==> config.mk <==
export PLATFORM = sky130hd
export DESIGN_NAME = fp_add_mul_unit
export DESIGN_NICKNAME = d
export VERILOG_FILES = /design/src/rtl/fp_add_mul_unit.sv
export SDC_FILE = /design/constraint.sdc
export NUM_CORES = 1
export LEC_CHECK = 0
export ABC_CLOCK_PERIOD_IN_PS = 1800
export CAP_MARGIN = 20
export CORE_MARGIN = 4
export CORE_UTILIZATION = 67
export CTS_CLUSTER_DIAMETER = 60
export DETAILED_ROUTE_END_ITERATION = 7
export PLACE_DENSITY = 0.94
export SYNTH_ARGS = -nofsm -noshare
export SYNTH_HDL_FRONTEND = slang
export SYNTH_SLANG_ARGS = --single-unit
==> constraint.sdc <==
create_clock -name clk -period 1.8 [get_ports clk]
set_clock_uncertainty 0.15 [all_clocks]
set_input_delay 0.36 -clock clk [delete_from_list [all_inputs] [get_ports clk]]
set_output_delay 0.36 -clock clk [all_outputs]
set_load 0.1 [all_outputs]
==> src/rtl/fp_add_mul_unit.sv <==
// Registered 8-bit minifloat multiply and add/subtract unit: both results come from one
// operand pair and are presented together one cycle after in_valid.
module fp_add_mul_unit #(
    parameter int WIDTH      = 8,
    parameter int EXP_WIDTH  = 3,
    parameter int MANT_WIDTH = 4
) (
    input  logic             clk,
    input  logic             reset,
    input  logic             in_valid,
    input  logic [WIDTH-1:0] a,
    input  logic [WIDTH-1:0] b,
    input  logic             control,
    input  logic             RoundU,
    output logic             out_valid,
    output logic [WIDTH-1:0] y,
    output logic [WIDTH-1:0] y_sum,
    output logic [5:0]       flags_mul,
    output logic [5:0]       flags_add
);
    localparam int EW   = EXP_WIDTH;
    localparam int MW   = MANT_WIDTH;
    localparam int SW   = MW + 1;
    localparam int PW   = 2 * SW;
    localparam int XW   = EW + 2;
    localparam int LW   = $clog2(PW + 1);
    localparam int BIAS = 2 ** (EW - 1) - 1;
    localparam int RW   = WIDTH + 6;

    localparam logic [XW-1:0]    EXP_TOP = XW'(2 ** EW - 1);
    localparam logic [XW-1:0]    MUL_OFF = XW'(BIAS + 2 * MW);
    localparam logic [WIDTH-1:0] QNAN    = {1'b0, {EW{1'b1}}, 1'b1, {(MW-1){1'b0}}};
    localparam logic [WIDTH-2:0] INF_MAG = {{EW{1'b1}}, {MW{1'b0}}};
    localparam logic [WIDTH-2:0] MAX_MAG = {{(EW-1){1'b1}}, 1'b0, {MW{1'b1}}};

    // sig carries the hidden bit at PW-1; be is the biased exponent of that bit (>= 1).
    function automatic logic [RW-1:0] round_pack(
        input logic          s,
        input logic [XW-1:0] be,
        input logic [PW-1:0] sig,
        input logic          sticky,
        input logic          tiny,
        input logic          rnd
    );
        logic [SW-1:0]    kept;
        logic             g;
        logic             st;
        logic             inexact;
        logic             inc;
        logic [SW:0]      rs;
        logic [XW-1:0]    ex;
        logic [MW-1:0]    fr;
        logic [5:0]       fl;
        logic [WIDTH-1:0] r;
        kept    = sig[PW-1 -: SW];
        g       = sig[PW-SW-1];
        st      = (|sig[PW-SW-2:0]) | sticky;
        inexact = g | st;
        inc     = rnd & g & (st | kept[0]);
        rs      = {1'b0, kept} + {{SW{1'b0}}, inc};
        if (rs[SW]) begin
            ex = be + XW'(1);
            fr = '0;
        end else begin
            ex = rs[SW-1] ? be : '0;
            fr = rs[MW-1:0];
        end
        if (ex >= EXP_TOP) begin
            r  = rnd ? {s, INF_MAG} : {s, MAX_MAG};
            fl = {1'b0, 1'b1, 1'b0, 1'b1, 1'b0, rnd};
        end else begin
            r  = {s, ex[EW-1:0], fr};
            fl = {1'b0, 1'b0, tiny & inexact, inexact, (ex == '0) && (fr == '0), 1'b0};
        end
        return {fl, r};
    endfunction

    logic          a_s, b_s, b_se;
    logic [EW-1:0] a_e, b_e, a_eu, b_eu;
    logic [MW-1:0] a_f, b_f;
    logic [SW-1:0] a_sig, b_sig;
    logic          a_nan, b_nan, a_inf, b_inf, a_zero, b_zero;

    assign {a_s, a_e, a_f} = a;
    assign {b_s, b_e, b_f} = b;
    assign b_se   = b_s ^ control;
    assign a_nan  = (a_e == '1) && (a_f != '0);
    assign b_nan  = (b_e == '1) && (b_f != '0);
    assign a_inf  = (a_e == '1) && (a_f == '0);
    assign b_inf  = (b_e == '1) && (b_f == '0);
    assign a_zero = (a_e == '0) && (a_f == '0);
    assign b_zero = (b_e == '0) && (b_f == '0);
    assign a_sig  = {a_e != '0, a_f};
    assign b_sig  = {b_e != '0, b_f};
    assign a_eu   = (a_e == '0) ? EW'(1) : a_e;
    assign b_eu   = (b_e == '0) ? EW'(1) : b_e;

    // Multiply: normalise the product, then denormalise into the subnormal range if needed.
    logic [PW-1:0]   m_prod, m_norm, m_sig;
    logic [LW-1:0]   m_lead;
    logic [XW-1:0]   m_esum, m_t, m_sh, m_be;
    logic [2*PW-1:0] m_wide;
    logic            m_tiny, m_sticky;

    always_comb begin
        m_prod = {{SW{1'b0}}, a_sig} * {{SW{1'b0}}, b_sig};
        m_lead = '0;
        for (int i = 0; i < PW; i++) begin
            if (m_prod[i]) m_lead = LW'(i);
        end
        m_norm = m_prod << (LW'(PW - 1) - m_lead);
        m_esum = XW'(a_eu) + XW'(b_eu);
        m_t    = XW'(m_lead) + m_esum;
        m_tiny = (m_t <= MUL_OFF);
        m_sh   = MUL_OFF + XW'(1) - m_t;
        m_wide = {m_norm, {PW{1'b0}}} >> m_sh;
        if (m_tiny) begin
            m_sig    = m_wide[2*PW-1:PW];
            m_sticky = |m_wide[PW-1:0];
            m_be     = XW'(1);
        end else begin
            m_sig    = m_norm;
            m_sticky = 1'b0;
            m_be     = m_t - MUL_OFF;
        end
    end

    // Add/sub: align the smaller magnitude under the larger one; the extra low bits keep it exact.
    logic          a_big, big_s, sml_s, eff_sub;
    logic [EW-1:0] big_eu, sml_eu, s_d;
    logic [SW-1:0] big_sig, sml_sig;
    logic [PW-1:0] big_ext, sml_ext, s_sig;
    logic [PW:0]   s_mag;
    logic [LW-1:0] s_lead, s_nshift, s_lim, s_amt;
    logic [XW-1:0] s_be;
    logic          s_sticky, s_tiny;

    always_comb begin
        a_big   = {a_eu, a_sig} >= {b_eu, b_sig};
        big_s   = a_big ? a_s   : b_se;
        sml_s   = a_big ? b_se  : a_s;
        big_eu  = a_big ? a_eu  : b_eu;
        sml_eu  = a_big ? b_eu  : a_eu;
        big_sig = a_big ? a_sig : b_sig;
        sml_sig = a_big ? b_sig : a_sig;
        s_d     = big_eu - sml_eu;
        big_ext = {big_sig, {SW{1'b0}}};
        sml_ext = {sml_sig, {SW{1'b0}}} >> s_d;
        eff_sub = big_s ^ sml_s;
        s_mag   = eff_sub ? ({1'b0, big_ext} - {1'b0, sml_ext})
                          : ({1'b0, big_ext} + {1'b0, sml_ext});
        s_lead  = '0;
        for (int i = 0; i <= PW; i++) begin
            if (s_mag[i]) s_lead = LW'(i);
        end
        s_nshift = LW'(PW - 1) - s_lead;
        s_lim    = LW'(big_eu) - LW'(1);
        s_amt    = (s_nshift < s_lim) ? s_nshift : s_lim;
        if (s_mag[PW]) begin
            s_sig    = s_mag[PW:1];
            s_sticky = s_mag[0];
            s_be     = XW'(big_eu) + XW'(1);
        end else begin
            s_sig    = s_mag[PW-1:0] << s_amt;
            s_sticky = 1'b0;
            s_be     = XW'(big_eu) - XW'(s_amt);
        end
        s_tiny = ~s_sig[PW-1];
    end

    logic          mul_s;
    logic [RW-1:0] mul_res, add_res;

    assign mul_s = a_s ^ b_s;

    always_comb begin
        mul_res = round_pack(mul_s, m_be, m_sig, m_sticky, m_tiny, RoundU);
        if (a_nan || b_nan) begin
            mul_res = {6'b000000, QNAN};
        end else if ((a_inf && b_zero) || (a_zero && b_inf)) begin
            mul_res = {6'b100000, QNAN};
        end else if (a_inf || b_inf) begin
            mul_res = {6'b000001, mul_s, INF_MAG};
        end else if (a_zero || b_zero) begin
            mul_res = {6'b000010, mul_s, {(WIDTH-1){1'b0}}};
        end
    end

    always_comb begin
        add_res = round_pack(big_s, s_be, s_sig, s_sticky, s_tiny, RoundU);
        if (a_nan || b_nan) begin
            add_res = {6'b000000, QNAN};
        end else if (a_inf && b_inf && (a_s != b_se)) begin
            add_res = {6'b100000, QNAN};
        end else if (a_inf) begin
            add_res = {6'b000001, a_s, INF_MAG};
        end else if (b_inf) begin
            add_res = {6'b000001, b_se, INF_MAG};
        end else if (s_mag == '0) begin
            // Exact cancellation is +0; only two negative zeros keep the sign.
            add_res = {6'b000010, a_s & b_se, {(WIDTH-1){1'b0}}};
        end
    end

    always_ff @(posedge clk or posedge reset) begin
        if (reset) begin
            out_valid <= 1'b0;
            y         <= '0;
            y_sum     <= '0;
            flags_mul <= '0;
            flags_add <= '0;
        end else begin
            out_valid <= in_valid;
            if (in_valid) begin
                y         <= mul_res[WIDTH-1:0];
                flags_mul <= mul_res[RW-1:WIDTH];
                y_sum     <= add_res[WIDTH-1:0];
                flags_add <= add_res[RW-1:WIDTH];
            end
        end
    end

endmodule

==> metrics list, run 1 <==
- Counting flops with a built-in enable in the synthesized netlist gives 0.
- During synthesis, Yosys emitted a total of 0 warnings.
* Stage where the run ended: detailed placement (3_5_place_dp)
- Post-synthesis async set-or-reset flop share: 1.00
- Averaged over all synthesized cells, the footprint is 7.50 sq um.
* Distinct cells, synth: 106
* Synthesized Nets: 1082
- Port bufs: 49
* RD Place Congestion: 1.10
- For this run, the register share of the synthesized area comes to 0.0987.
- The die is 113 um tall.
- The initialized floorplan defines 37 standard-cell rows.
* Run status: did not finish
- Prevailing post-synth register cell: dfrtp_1
- The synthesized netlist occupies a cell area of 0.00735 sq mm.
- Synth Instances: 980
- I/O pin count: 50
* Width of the die: 113 um
- Initial Utilization: 0.700
- Count of state elements after synthesis: 29
- The first error in the log reads "[ERROR DPL-0038] Utilization greater than 100%, impossible to legalize".
## per-stage QoR
stage	TNS (ps)	hold slack, ps	cell area (sq um)
3_3_place_gp	-179300	377	11500
2_1_floorplan	-165840	241	7960
## cells in the mapped netlist (5+ instances only)
cell       instances  share of area
a211o_1           11          0.013
a211oi_1          16          0.016
a211oi_2           6          0.010
a21o_1            10          0.010
a21oi_1           73          0.050
a221o_1            6         0.0082
a22o_1             7         0.0083
a22oi_1            5         0.0051
a311o_1            6         0.0082
a31oi_1           18          0.015
and2_1            26          0.022
and3_1            14          0.012
buf_2              7         0.0048
clkbuf_1          23          0.012
dfrtp_1           29          0.099
fa_1              15          0.041
ha_1              66           0.11
inv_1             74          0.038
inv_2              5         0.0026
mux2_2             5         0.0077
mux2i_1           21          0.029
mux4_2             5          0.015
nand2_1           80          0.041
nand2b_1           9         0.0077
nand3_1           35          0.024
nand4_1           16          0.014
nor2_1            79          0.040
nor2b_1            6         0.0051
nor3_1            25          0.017
nor4_1             7         0.0060
o2111ai_1          6         0.0071
o211ai_1           9         0.0092
o21a_1            10          0.010
o21ai_0           47          0.032
o21ai_1            6         0.0041
o21bai_1           8         0.0082
o221ai_1           6         0.0071
o22ai_1            9         0.0077
o2bb2ai_1          6         0.0071
o31ai_1            7         0.0071
or2_2             10         0.0085
xnor2_1           22          0.026
xor2_1            11          0.013
## kinds of logic after synthesis
group,Yosys count,synth area share
simple gates,346,0.243
compound gates,341,0.347
buf+inv,114,0.0607
fa+ha+maj,81,0.153
xor+xnor,34,0.0415
mux,33,0.0551
flops,29,0.0987
other cells,2,0.00102
==> inputs of run 2 (changes only) <==
--- a/config.mk
+++ b/config.mk
@@ -8,10 +8,9 @@
 export ABC_CLOCK_PERIOD_IN_PS = 1800
 export CAP_MARGIN = 20
 export CORE_MARGIN = 4
-export CORE_UTILIZATION = 67
-export CTS_CLUSTER_DIAMETER = 60
+export CORE_UTILIZATION = 40
 export DETAILED_ROUTE_END_ITERATION = 7
-export PLACE_DENSITY = 0.94
+export PLACE_DENSITY_LB_ADDON = 0.15
 export SYNTH_ARGS = -nofsm -noshare
 export SYNTH_HDL_FRONTEND = slang
 export SYNTH_SLANG_ARGS = --single-unit
==> metrics list, run 2 <==
- The number of distinct library cells after synthesis came to 106 (unchanged).
* Synth top area share: 0.112 (unchanged)
- CTS H-Tree Depth: 2
* Cell at the root of the clock tree: clkbuf_16
* Sequential area share after synthesis: 0.0987 (unchanged)
- Number of buffers created by CTS: 5
* Type of the setup path with the least slack: input pin to flop
- Clock-pin slew on the worst setup and hold paths: 50 ps
- Prevailing post-synth register cell: dfrtp_1
- The largest single stage delay on the critical path is 400 ps.
- Timing would allow up to 113 MHz.
- Mean number of vias per cell: 5.66
* Width of the die: 144 um (+27%)
* Most instantiated cells after synthesis: 80 x nand2_1, 79 x nor2_1, 74 x inv_1, 73 x a21oi_1, 66 x ha_1
- The largest registers in the layout are y x8, y_sum x8.
* Data required time of the critical path: 1800 ps
* Setup repair after global routing missed its margin: yes
- Synthesized Nets: 1082 (unchanged)
* Non-filler instance count after layout: 1708
- Vias in the first global route: 9587
- Commonest cells after routing, fill and taps aside: 439 x buf_4, 76 x nand2_1, 75 x nor2_1
* DRT Wirelength: 28900 um
- Number of inserted diodes: 0
- Number of nets with antenna violations after detailed routing: 0
- The core region is 0.0180 sq mm.
- The count of endpoints failing hold in the final timing report is 0.
* Port bufs: 49 (unchanged)
* Most common cell after layout, fill and taps aside: buf_4
- The final-report max-slew violation count is 0.
- Kind of start point of the critical path: input pin
* Run status: finished, violations left
- The tool flagged a number of max-cap violations equal to 0.
- The summed instance area of the synthesized netlist was 0.00735 sq mm (unchanged).
- Total placed instance area: 0.0118 sq mm
- Slowest stage cell, crit path: a2111oi_4
* Sink Count: 29
- Crit path time final: 8840 ps
* Die Height: 144 um (+27%)
- Post-detailed-route wirelength per cell: 16.9 um
- Global-route wire length before repair: 45500 um
- nand2_1 is the most common cell in the netlist.
- At the pin with the least slew margin, the transition time is 597 ps.
- TritonCTS clock tree: built
- Failing checks: negative setup slack
- Die area: 0.0206 sq mm
- For this run, the total global-route usage over all layers was measured as 0.264.
- Fraction of the cycle the final worst path needs: 4.91
* Pin count of the biggest net entering global routing: 30
* Most area-consuming cells after synthesis: ha_1 11%, dfrtp_1 9.9%, a21oi_1 5.0%
- Detailed placement ended at an HPWL of 22100 um.
- The total number of yosys warnings came to 0 (unchanged).
* Number of antenna violations at the first check in global routing: 0
- Post-synth EDFFs: 0 (unchanged)
- Including well taps, the total number of placed cells is 1626.
- Layout filler cell count: 1305
* Mean instance size in the synthesized netlist: 7.50 sq um (unchanged)
- First-pass iteration count of the detailed router: 5
- After the first detailed-routing iteration, the DRC count stood at 678.
- Count of endpoints failing setup in the final report: 26
- For the worst-skew pair, the clock arrives at the later sink with an insertion delay of 270 ps.
* Buffers and inverters on the worst path: 5
- Most area-hungry cell type in the Yosys netlist: ha_1
* Layout overhead on the synthesized area: 82.6%
* Maximum fanout encountered on the critical timing path: 6
* Fraction of final layout cells with drive strength greater than 1: 0.516
* Count of state elements after synthesis: 29 (unchanged)
- Post-synthesis async set-or-reset flop share: 1.00 (unchanged)
* Worst rel slew slack: 0.598
- The post-synthesis cell count was 980 (unchanged).
* RD Place Congestion: 0.944 (-14%)
- CTS Hold Buffers Added: 0
* CP most frequent cell: ha_4
* Critical path capture point type: flop
- In the final design database the tool counted 1580 nets.
- The number of rows created at floorplan was 49 (+32%).
- In this design, the largest share of critical-path delay is due to compound AO/OA/AOI/OAI gates.
* I/O pin count: 50 (unchanged)
* Remaining Overflow, GRT: 0
- Setup ws final: -7040 ps
* Maximum root-to-sink buffer count: 2
- Final instance area: 0.0134 sq mm
* Residual DRC count: 0
* Initial Utilization: 0.408 (-0.292)
* Data arrival, critical path: 8840 ps
- The worst hold path belongs to the class input pin to asynchronous set/reset pin.
- The routed layout has 9674 vias.
-- run 2: cell counts after synthesis --
Identical to the previous run, type by type.
-- run 2: repair_timing --
action / CTS / global route
gates cloned: 0 / 0
endpoints found under the setup margin: 28 / 27
setup buffers: 36 / 41
hold endpoints to repair: 0 / 0
pin swaps: 78 / 91
gates resized for setup: 132 / 112
-- run 2: cell type report --
type                       instances  area [sq um]  share of cell area
inverter                          81           314              0.0234
tap                              229           287              0.0213
clock buffer                       5           125             0.00932
timing repair buffer             524          4480               0.334
clock inverter                     3          17.5             0.00130
sequential                        29           726              0.0540
multi-input combinational        837          7480               0.557
-- run 2: worst min-delay path: stages --
cell and delay, ps:
clkdlybuf4s50_1 400, inv_1 50, buf_4 330
-- run 2: kinds of logic after synthesis --
group                      Yosys count  share of synthesized area
other                                2                    0.00102
muxes                               33                     0.0551
xor gates and xnor gates            34                     0.0415
buffers and inverters              114                     0.0607
adders and majority gates           81                      0.153
and+or+nand+nor                    346                      0.243
DFF                                 29                     0.0987
AOI/OAI and AO/OA                  341                      0.347
-- run 2: final timing paths --
check / to / start / cells past startpoint / slack, ps
setup reg to reg: y_sum[0] / y_sum[0] / 1 / 750
min in group clk: y_sum[5] / y_sum[5] / 1 / 390
hold reg to reg: y_sum[5] / y_sum[5] / 1 / 390
hold / removal: y_sum[7] / reset / 3 / 310
setup / recovery: y_sum[3] / a[5] / 46 / -7040
max in group asynchronous: flags_mul[3] / reset / 3 / 910
-- run 2: through the flow --
step	hold slack, ps	setup TNS [ps]	util	worst slack [ps]
after floorplan	241	-165840	-	-7200
after global placement	378	-182040	0.654	-7580
after detailed placement	384	-186750	0.654	-7820
after CTS	326	-161750	0.704	-6860
after global routing	379	-170400	0.745	-7290
final	310	-163420	0.745	-7040
-- run 2: per-layer routing --
layer  global-route usage  vias up  part of all wire
li1                     -     4681                 -
met1                0.338     4604              0.43
met2                0.489      315              0.51
met3               0.0150       74             0.042
met4               0.0555        0             0.024
met5                    0        -                 0
Power of run 2 is not shown: default switching activity piles up to over one toggle a cycle in this logic, so the estimate is an artifact.
